File: config.mk
export PLATFORM = sky130hd
export DESIGN_NAME = mul_ctrl_flat
export DESIGN_NICKNAME = d
export VERILOG_FILES = /design/src/rtl/mul_ctrl_if.sv /design/src/rtl/mul_ctrl.sv /design/src/flat_wrapper.sv
export SDC_FILE = /design/constraint.sdc
export NUM_CORES = 1
export LEC_CHECK = 0
export BUFFER_PORTS_ARGS = -buffer_cell sky130_fd_sc_hd__clkbuf_2
export CAP_MARGIN = 25
export CORE_UTILIZATION = 45
export DETAILED_ROUTE_END_ITERATION = 6
export HOLD_SLACK_MARGIN = 0.02
export PLACE_DENSITY = 0.8
export SLEW_MARGIN = 5
export SYNTH_ARGS = -nofsm -noshare
export SYNTH_HDL_FRONTEND = slang
export SYNTH_SLANG_ARGS = --single-unit
File: constraint.sdc
create_clock -name clk -period 2.7 [get_ports clk]
set_input_delay 0.675 -clock clk [delete_from_list [all_inputs] [get_ports clk]]
set_output_delay 0.675 -clock clk [all_outputs]
set_load 0.02 [all_outputs]
File: src/rtl/mul_ctrl_if.sv
// Handshake and strobe bundle between the multiply controller and its datapath/requester.
// The controller takes the slave modport; the requester/datapath side takes master.
interface mul_ctrl_if #(
  parameter int unsigned WIDTH = 16
);
  logic             start;
  logic             abort;
  logic             in_valid;
  logic             in_ready;
  logic             eqz;
  logic             ack;
  logic             ldA;
  logic             ldB;
  logic             ldP;
  logic             decB;
  logic             clrP;
  logic             done;
  logic             busy;
  logic             err;
  logic [WIDTH-1:0] iter_cnt;

  modport master (
    output start, abort, in_valid, eqz, ack,
    input  in_ready, ldA, ldB, ldP, decB, clrP, done, busy, err, iter_cnt
  );

  modport slave (
    input  start, abort, in_valid, eqz, ack,
    output in_ready, ldA, ldB, ldP, decB, clrP, done, busy, err, iter_cnt
  );
endinterface

File: src/rtl/mul_ctrl.sv
// Shift-free repeated-add multiply controller: loads A and B, adds A into P while B != 0,
// with an iteration guard that flags err if B never reaches zero.
module mul_ctrl #(
  parameter int unsigned          WIDTH    = 16,
  parameter logic [WIDTH-1:0]     MAX_ITER = '1
) (
  input logic       clk,
  input logic       rst,
  mul_ctrl_if.slave bus
);

  typedef enum logic [2:0] {IDLE, LD_A, LD_B, ADD, DONE} state_t;

  state_t           state_q, state_d;
  logic [WIDTH-1:0] iter_q, iter_d;
  logic             err_q, err_d;

  logic in_ready, ldA, ldB, ldP, decB, clrP, done, busy;

  always_ff @(posedge clk or posedge rst) begin
    if (rst) begin
      state_q <= IDLE;
      iter_q  <= '0;
      err_q   <= 1'b0;
    end else begin
      state_q <= state_d;
      iter_q  <= iter_d;
      err_q   <= err_d;
    end
  end

  always_comb begin
    state_d  = state_q;
    iter_d   = iter_q;
    err_d    = err_q;
    in_ready = 1'b0;
    ldA      = 1'b0;
    ldB      = 1'b0;
    ldP      = 1'b0;
    decB     = 1'b0;
    clrP     = 1'b0;
    done     = (state_q == DONE);
    busy     = (state_q != IDLE);

    case (state_q)
      IDLE: begin
        if (bus.start) state_d = LD_A;
      end
      LD_A: begin
        in_ready = 1'b1;
        ldA      = bus.in_valid;
        if (bus.in_valid) state_d = LD_B;
      end
      LD_B: begin
        in_ready = 1'b1;
        ldB      = bus.in_valid;
        clrP     = bus.in_valid;
        if (bus.in_valid) begin
          state_d = ADD;
          iter_d  = '0;
          err_d   = 1'b0;
        end
      end
      ADD: begin
        // An unknown eqz falls through to the not-zero path; the guard bounds it.
        if (bus.eqz == 1'b1) begin
          state_d = DONE;
          err_d   = 1'b0;
        end else if (iter_q == MAX_ITER) begin
          state_d = DONE;
          err_d   = 1'b1;
        end else begin
          ldP    = 1'b1;
          decB   = 1'b1;
          iter_d = iter_q + 1'b1;
        end
      end
      DONE: begin
        if (bus.ack) state_d = IDLE;
      end
      default: state_d = IDLE;
    endcase

    // Abort overrides whatever the state decode chose, but leaves iter_cnt as it was.
    if (bus.abort && (state_q != IDLE)) begin
      state_d  = IDLE;
      err_d    = 1'b0;
      iter_d   = iter_q;
      in_ready = 1'b0;
      ldA      = 1'b0;
      ldB      = 1'b0;
      ldP      = 1'b0;
      decB     = 1'b0;
      clrP     = 1'b0;
    end
  end

  assign bus.in_ready = in_ready;
  assign bus.ldA      = ldA;
  assign bus.ldB      = ldB;
  assign bus.ldP      = ldP;
  assign bus.decB     = decB;
  assign bus.clrP     = clrP;
  assign bus.done     = done;
  assign bus.busy     = busy;
  assign bus.err      = err_q;
  assign bus.iter_cnt = iter_q;

endmodule
File: src/flat_wrapper.sv
// flat-port wrapper written by rule: the top's interface ports become plain ports
module mul_ctrl_flat 
#(
  parameter int unsigned          WIDTH    = 16,
  parameter logic [WIDTH-1:0]     MAX_ITER = '1
)
  (clk, rst, bus_start, bus_abort, bus_in_valid, bus_eqz, bus_ack, bus_in_ready, bus_ldA, bus_ldB, bus_ldP, bus_decB, bus_clrP, bus_done, bus_busy, bus_err, bus_iter_cnt);
  mul_ctrl_if #(.WIDTH(WIDTH)) bus_i ();
  input logic clk;
  input logic rst;
  input wire logic [$bits(bus_i.start)-1:0] bus_start;
  input wire logic [$bits(bus_i.abort)-1:0] bus_abort;
  input wire logic [$bits(bus_i.in_valid)-1:0] bus_in_valid;
  input wire logic [$bits(bus_i.eqz)-1:0] bus_eqz;
  input wire logic [$bits(bus_i.ack)-1:0] bus_ack;
  output wire logic [$bits(bus_i.in_ready)-1:0] bus_in_ready;
  output wire logic [$bits(bus_i.ldA)-1:0] bus_ldA;
  output wire logic [$bits(bus_i.ldB)-1:0] bus_ldB;
  output wire logic [$bits(bus_i.ldP)-1:0] bus_ldP;
  output wire logic [$bits(bus_i.decB)-1:0] bus_decB;
  output wire logic [$bits(bus_i.clrP)-1:0] bus_clrP;
  output wire logic [$bits(bus_i.done)-1:0] bus_done;
  output wire logic [$bits(bus_i.busy)-1:0] bus_busy;
  output wire logic [$bits(bus_i.err)-1:0] bus_err;
  output wire logic [$bits(bus_i.iter_cnt)-1:0] bus_iter_cnt;
  assign bus_i.start = bus_start;
  assign bus_i.abort = bus_abort;
  assign bus_i.in_valid = bus_in_valid;
  assign bus_i.eqz = bus_eqz;
  assign bus_i.ack = bus_ack;
  assign bus_in_ready = bus_i.in_ready;
  assign bus_ldA = bus_i.ldA;
  assign bus_ldB = bus_i.ldB;
  assign bus_ldP = bus_i.ldP;
  assign bus_decB = bus_i.decB;
  assign bus_clrP = bus_i.clrP;
  assign bus_done = bus_i.done;
  assign bus_busy = bus_i.busy;
  assign bus_err = bus_i.err;
  assign bus_iter_cnt = bus_i.iter_cnt;
  mul_ctrl #(.WIDTH(WIDTH), .MAX_ITER(MAX_ITER)) u_core (.clk(clk), .rst(rst), .bus(bus_i));
endmodule
# --- Yosys cells after proc, flatten, opt, wreduce, memory -nomap -nowiden ---
# Index checks and enable logic that the tools add are counted.
totals:
  regBits: 20
  word_cells: 54
op_classes:
  addsub: 1
  n_eq_ne: 13
  muxes: 27
  bitwise: 1
  n_reduce_logical: 9
op_table:
  columns: ["operator", "n"]
  rows:
  - ["$mux 16", 3]
  - ["$pmux 16 s2", 1]
  - ["$mux 3", 7]
  - ["$add 16x1->16 const B", 1]
  - ["$eq 16x16->1 const B", 1]
  - ["$pmux 3 s5", 1]
  - ["$mux 1", 14]
  - ["$ne 3x2->1 const B", 4]
  - ["$reduce_and 5->1", 2]
  - ["$eq 3x2->1 const B", 2]
  - ["$ne 2x2->1 const B", 3]
  - ["$reduce_bool 3->1", 2]
  - ["$ne 4x2->1 const B", 1]
  - ["$eq 3x1->1 const B", 1]
  - ["$eq 3x3->1 const B", 1]
  - ["$logic_not 3->1", 1]
  - ["$reduce_and 3->1", 1]
  - ["$pmux 1 s2", 1]
  - ["$reduce_bool 2->1", 1]
  - ["$reduce_or 2->1", 1]
  - ["$logic_and 1x1->1", 1]
  - ["$not 1->1", 1]

# --- Longest topological paths before layout ---
depth:
  word_depth: 5
  ltp_mapped: 8
  mapped_depth_nobuf: 7

# --- Worst setup path after synthesis ---
# No wires, ideal clock.
synth_timing:
  path_kind: "input port to output port"
  from: "input port bus_abort"
  to: "output port bus_ldP"
  t_arrival_ns: 1.683
  t_required_ns: 2.025
  slack_ns: 0.342
  stages: 6
  cell_sequence: "clkbuf_1 > nor3_1 > nand2b_1 > buf_2 > inv_2 > buf_4"
synth_between:
  elab_chain_cells: 2
synth_rtl:
  columns: ["item", "line", "source"]
  rows:
  - ["from (decl)", "flat_wrapper.sv:12", "input wire logic [$bits(bus_i.abort)-1:0] bus_abort;"]
  - ["$logic_and 1x1->1", "mul_ctrl.sv:85", "if (bus.abort && (state_q != IDLE)) begin"]
  - ["$mux 1", null, null]
  - ["to (decl)", "flat_wrapper.sv:19", "output wire logic [$bits(bus_i.ldP)-1:0] bus_ldP;"]
# Every way passes these cells.

# --- Worst setup path after layout ---
layout_timing:
  from: "register u_core.state_q[2]"
  to: "output port bus_decB"
layout_between:
  elab_chain_cells: 3
  word_cells_on_any_way: 5
layout_rtl:
  columns: ["item", "line", "source"]
  rows:
  - ["from (decl)", "mul_ctrl.sv:14", "state_t state_q, state_d;"]
  - ["from (signal assigned)", "mul_ctrl.sv:26", "state_q <= state_d;"]
  - ["$eq 3x2->1 or $reduce_bool 3->1 (tied branches)", "mul_ctrl.sv:45, mul_ctrl.sv:85", null]
  - ["$mux 1 or $logic_and 1x1->1 (tied branches)", "mul_ctrl.sv:45, mul_ctrl.sv:85", null]
  - ["$mux 1 *", "mul_ctrl.sv:85", null]
  - ["to (decl)", "flat_wrapper.sv:20", "output wire logic [$bits(bus_i.decB)-1:0] bus_decB;"]
# Every way passes the cells marked *; elsewhere a longest branch is shown, timed or not.

==> flow_results.org <==
** Layout
- From synthesis to final layout, the design area changed by 14.4%.
- Diode count :: 0
- Of the cells placed in the final design, the portion with a size suffix greater than 1 is 25.9%.
- Total Nets Final :: 180
- The library cell used most frequently in the layout, excluding fill and tap cells, is sky130_fd_sc_hd__clkbuf_2.
- The finished cells cover 1400 µm².
- Most used cells in the layout excluding fill and tap cells :: 31 x sky130_fd_sc_hd__clkbuf_2, 20 x sky130_fd_sc_hd__dfrtp_1, 19 x sky130_fd_sc_hd__nor2_1, 15 x sky130_fd_sc_hd__o21ai_0, 12 x sky130_fd_sc_hd__nand2_1

** Routing
- WL final :: 2870 µm
- Iteration count of the initial detailed-routing pass :: 4
- Post-detailed-route via-to-cell ratio :: 5.97
- Post-route antenna net violation count :: 0
- Total via count after detailed routing :: 1193
- Drt drc :: 0
- Iteration-0 DRC count of the detailed router :: 19
- Dividing the detail-routed wire length by the instance count gives 14.4 µm.

** Floorplan
- For this design the top-level I/O count stands at 32.
- The initial utilization of the core area, before any placement, comes to 48.5%.
- Count of standard-cell rows :: 18
- Width of the chip :: 54.1 µm
- The floorplan step defined a core boundary enclosing 2520 µm².
- The floorplan step defined a die boundary enclosing 2930 µm².
- Die Ht :: 54.1 µm

** Timing
- Crit share post-route :: 93.4%
- Measured against its own limit, the worst slew margin works out to 48.0%.
- Setup repair after global routing left no endpoint under its margin.
- Setup Skew :: 1.91 ps
- After routing, the total negative slack on setup checks comes to 0 ps.
- Final setup violating endpoints :: 0
- Tightest Pin Transition :: 780 ps
- The final count of hold timing violations is 0.
- The number of slew-limit violations in the final report came to 0.
- Max frequency :: 396 MHz
- The clock period could shrink to 2520 ps.

** Clock tree
- TritonCTS built the clock tree.
- H-tree lvl count :: 1
- In this run, post-CTS hold repair placed 0 buffers.
- The root buffer cell chosen for the clock tree is sky130_fd_sc_hd__clkbuf_4.
- CTS clock-pin slew for the worst setup and hold paths :: 110 ps
- CTS Buffer Depth :: 2
- Clock buffer count from CTS :: 3
- The clock net in this run drives a total of 20 sinks.
- The clock reaches the later pin of the worst-skew pair after 300 ps.

** Setup path
- Required time of the critical path :: 2030 ps
- Length in cells of the worst reg-to-reg path :: 5
- The worst register-to-register path ends at u_core.bus.iter_cnt[15].
- The worst register-to-register path begins at u_core.state_q[2].
- Critical setup path kind :: flop to output port
- Worst Setup End Kind :: output port
- Reg2reg setup slack :: 560 ps
- Of all nets on the critical path, the largest fanout is 19.
- Critical path startpoint category :: flop
- Worst Path Arrival :: 1850 ps

** Placed design
- Once placement finished, the instance area stood at 1350 µm².
- Global placer's final weighted congestion :: 0.809
- HPWL Detailed :: 1990 µm
- Number of buffers added on ports :: 31

** Global routing
- Summed over all layers, the global routing overflow is 0.
- The via count of the first global-routing pass is 1036.
- Entering global routing, the biggest net connects 21 pins.
- The first global-routing pass estimated 4550 µm of wire.
- Global routing used 21.7% of the available tracks.
- The number of antenna violations at the first check in global routing came to 0.

** Flow run
- Across the run, the number of max-cap violations was 0.

** Power and ir drop
- The analysis attributes to cell leakage a power of 0.673 nW.
- Total design power :: 909 µW
- For this design the ratio of total power to cell area is 650 nW/µm².
- Across the VDD grid, the largest voltage drop is 0.457 mV.

** Synthesis
- Counting flops and latches in the post-synthesis netlist gives 20.
- sky130_fd_sc_hd__dfrtp_1 takes more of the synthesized area than any other cell.
- By area the synthesized netlist is led by sky130_fd_sc_hd__dfrtp_1 41%, sky130_fd_sc_hd__o21ai_0 6.1%, sky130_fd_sc_hd__nor2_1 5.8%, sky130_fd_sc_hd__o31ai_1 4.3%, sky130_fd_sc_hd__nand2_1 3.7%.
- Post-Synthesis Cell Area :: 1220 µm²
- A synthesized cell averages 8.49 µm².
- Number of warnings printed during yosys synthesis :: 0
- Counting every net in the synthesized netlist gives 152.
- Netlist cell types :: 37
- Part of the Yosys area used for sequential elements :: 40.9%
- Post-synth top area share :: 40.9%
- In the synthesized netlist, the number of instances is 144.

** Worst hold path
- The tightest min-delay check is of the input port to async pin type.

** Outcome
- The flow ran to the end, and the final reports show no timing, DRC or antenna violations.
-- worst max-delay path, stage by stage (launching register included) --
cell and delay, ps:
sky130_fd_sc_hd__dfrtp_1 490, sky130_fd_sc_hd__nand3b_4 350, sky130_fd_sc_hd__nor3_2 260, sky130_fd_sc_hd__nand2b_1 120, sky130_fd_sc_hd__inv_2 130, sky130_fd_sc_hd__clkbuf_2 180
-- cell usage after synthesis --
library cell / n
sky130_fd_sc_hd__and2_1: 2
sky130_fd_sc_hd__o21a_1: 1
sky130_fd_sc_hd__o41ai_1: 1
sky130_fd_sc_hd__inv_1: 3
sky130_fd_sc_hd__buf_2: 3
sky130_fd_sc_hd__nand4_1: 6
sky130_fd_sc_hd__clkbuf_1: 3
sky130_fd_sc_hd__o31ai_1: 7
sky130_fd_sc_hd__a31oi_1: 5
sky130_fd_sc_hd__buf_6: 3
sky130_fd_sc_hd__a21oi_1: 4
sky130_fd_sc_hd__inv_2: 1
sky130_fd_sc_hd__o31ai_2: 1
sky130_fd_sc_hd__nand2_1: 12
sky130_fd_sc_hd__o21ai_0: 15
sky130_fd_sc_hd__nor2b_1: 2
sky130_fd_sc_hd__nand3_1: 5
sky130_fd_sc_hd__o41ai_2: 1
sky130_fd_sc_hd__nor3_1: 4
sky130_fd_sc_hd__nand2b_1: 1
sky130_fd_sc_hd__o22a_1: 1
sky130_fd_sc_hd__dfrtp_1: 20
sky130_fd_sc_hd__ha_1: 1
sky130_fd_sc_hd__and3_1: 2
sky130_fd_sc_hd__buf_4: 2
sky130_fd_sc_hd__o22ai_1: 1
sky130_fd_sc_hd__or3_1: 3
sky130_fd_sc_hd__nand3b_4: 1
sky130_fd_sc_hd__xnor2_1: 1
sky130_fd_sc_hd__nor4_1: 2
sky130_fd_sc_hd__o21ai_1: 6
sky130_fd_sc_hd__nor4_2: 1
sky130_fd_sc_hd__o21ba_1: 1
sky130_fd_sc_hd__o21ai_2: 1
sky130_fd_sc_hd__a41oi_1: 1
sky130_fd_sc_hd__nor2_1: 19
sky130_fd_sc_hd__nor3b_1: 1
-- worst max-delay path by stage --
| stage | startpoint | depth (start not counted) | slack, ps | end |
|---|---|---|---|---|
| after floorplan | bus_abort | 6 | 340 | bus_ldP |
| after global placement | bus_abort | 5 | 420 | bus_ldP |
| after detailed placement | bus_abort | 5 | 390 | bus_ldP |
| after CTS | u_core.state_q[0] | 5 | 80 | bus_ldP |
| after global routing | u_core.state_q[0] | 5 | 60 | bus_ldP |
| final | u_core.state_q[2] | 5 | 180 | bus_decB |
-- metrics by stage --
step                      std cells  util (%)  setup slack (ps)  hold WS, ps
final                           200      55.5               178          478
after detailed placement        195      53.4               392          480
after floorplan                 144         -               342          550
after global placement          195      53.4               418          496
after global routing            200      55.5              57.0          530
after CTS                       198      54.3              81.4          491
-- report_power, final --
part,switching (mW),total [mW],internal [mW]
Clock,0.0911,0.143,0.0521
Sequential,0.0895,0.444,0.354
Combinational,0.202,0.322,0.120
-- state kept, by name (all words and copies together) (netlist names) --
signal / count
u_core.bus.iter_cnt: 16
u_core.state_q: 3
u_core.bus.err: 1
-- area by class of cell --
type,count,area [µm²]
clock buffers,3,22.5
fillers,235,1120
inverters,4,15.0
multi-input cells,109,646
flip-flops and latches,20,500
well taps,30,37.5
repair buffers,34,178
-- cells by family (layout without fill, tap and decap cells) --
group | count (synthesis) | after routing | share of synthesized area (%)
AO/OA/AOI/OAI | 46 | 46 | 24.3
flip-flops | 20 | 20 | 40.9
buffers and inverters | 15 | 41 | 7.37
XOR/XNOR | 1 | 1 | 0.717
adder cells (fa/ha/maj) | 1 | 1 | 1.02
AND/OR/NAND/NOR | 61 | 61 | 25.7
-- metal layers --
metal	GRT usage, %	routed length, µm	share of wire, %	vias up
met5	0	0	0	-
met4	12.0	36	1.3	0
met3	3.39	131	4.6	4
met2	34.6	1380	48	39
met1	27.9	1320	46	570
li1	-	-	-	580
-- timing repair --
action	4_1_cts	5_1_grt
resized for setup	0	2
endpoints found under the hold margin	0	0
buffers inserted	0	2
endpoints found under the setup margin	0	2
No activity file was read; power rests on OpenSTA's default activity.
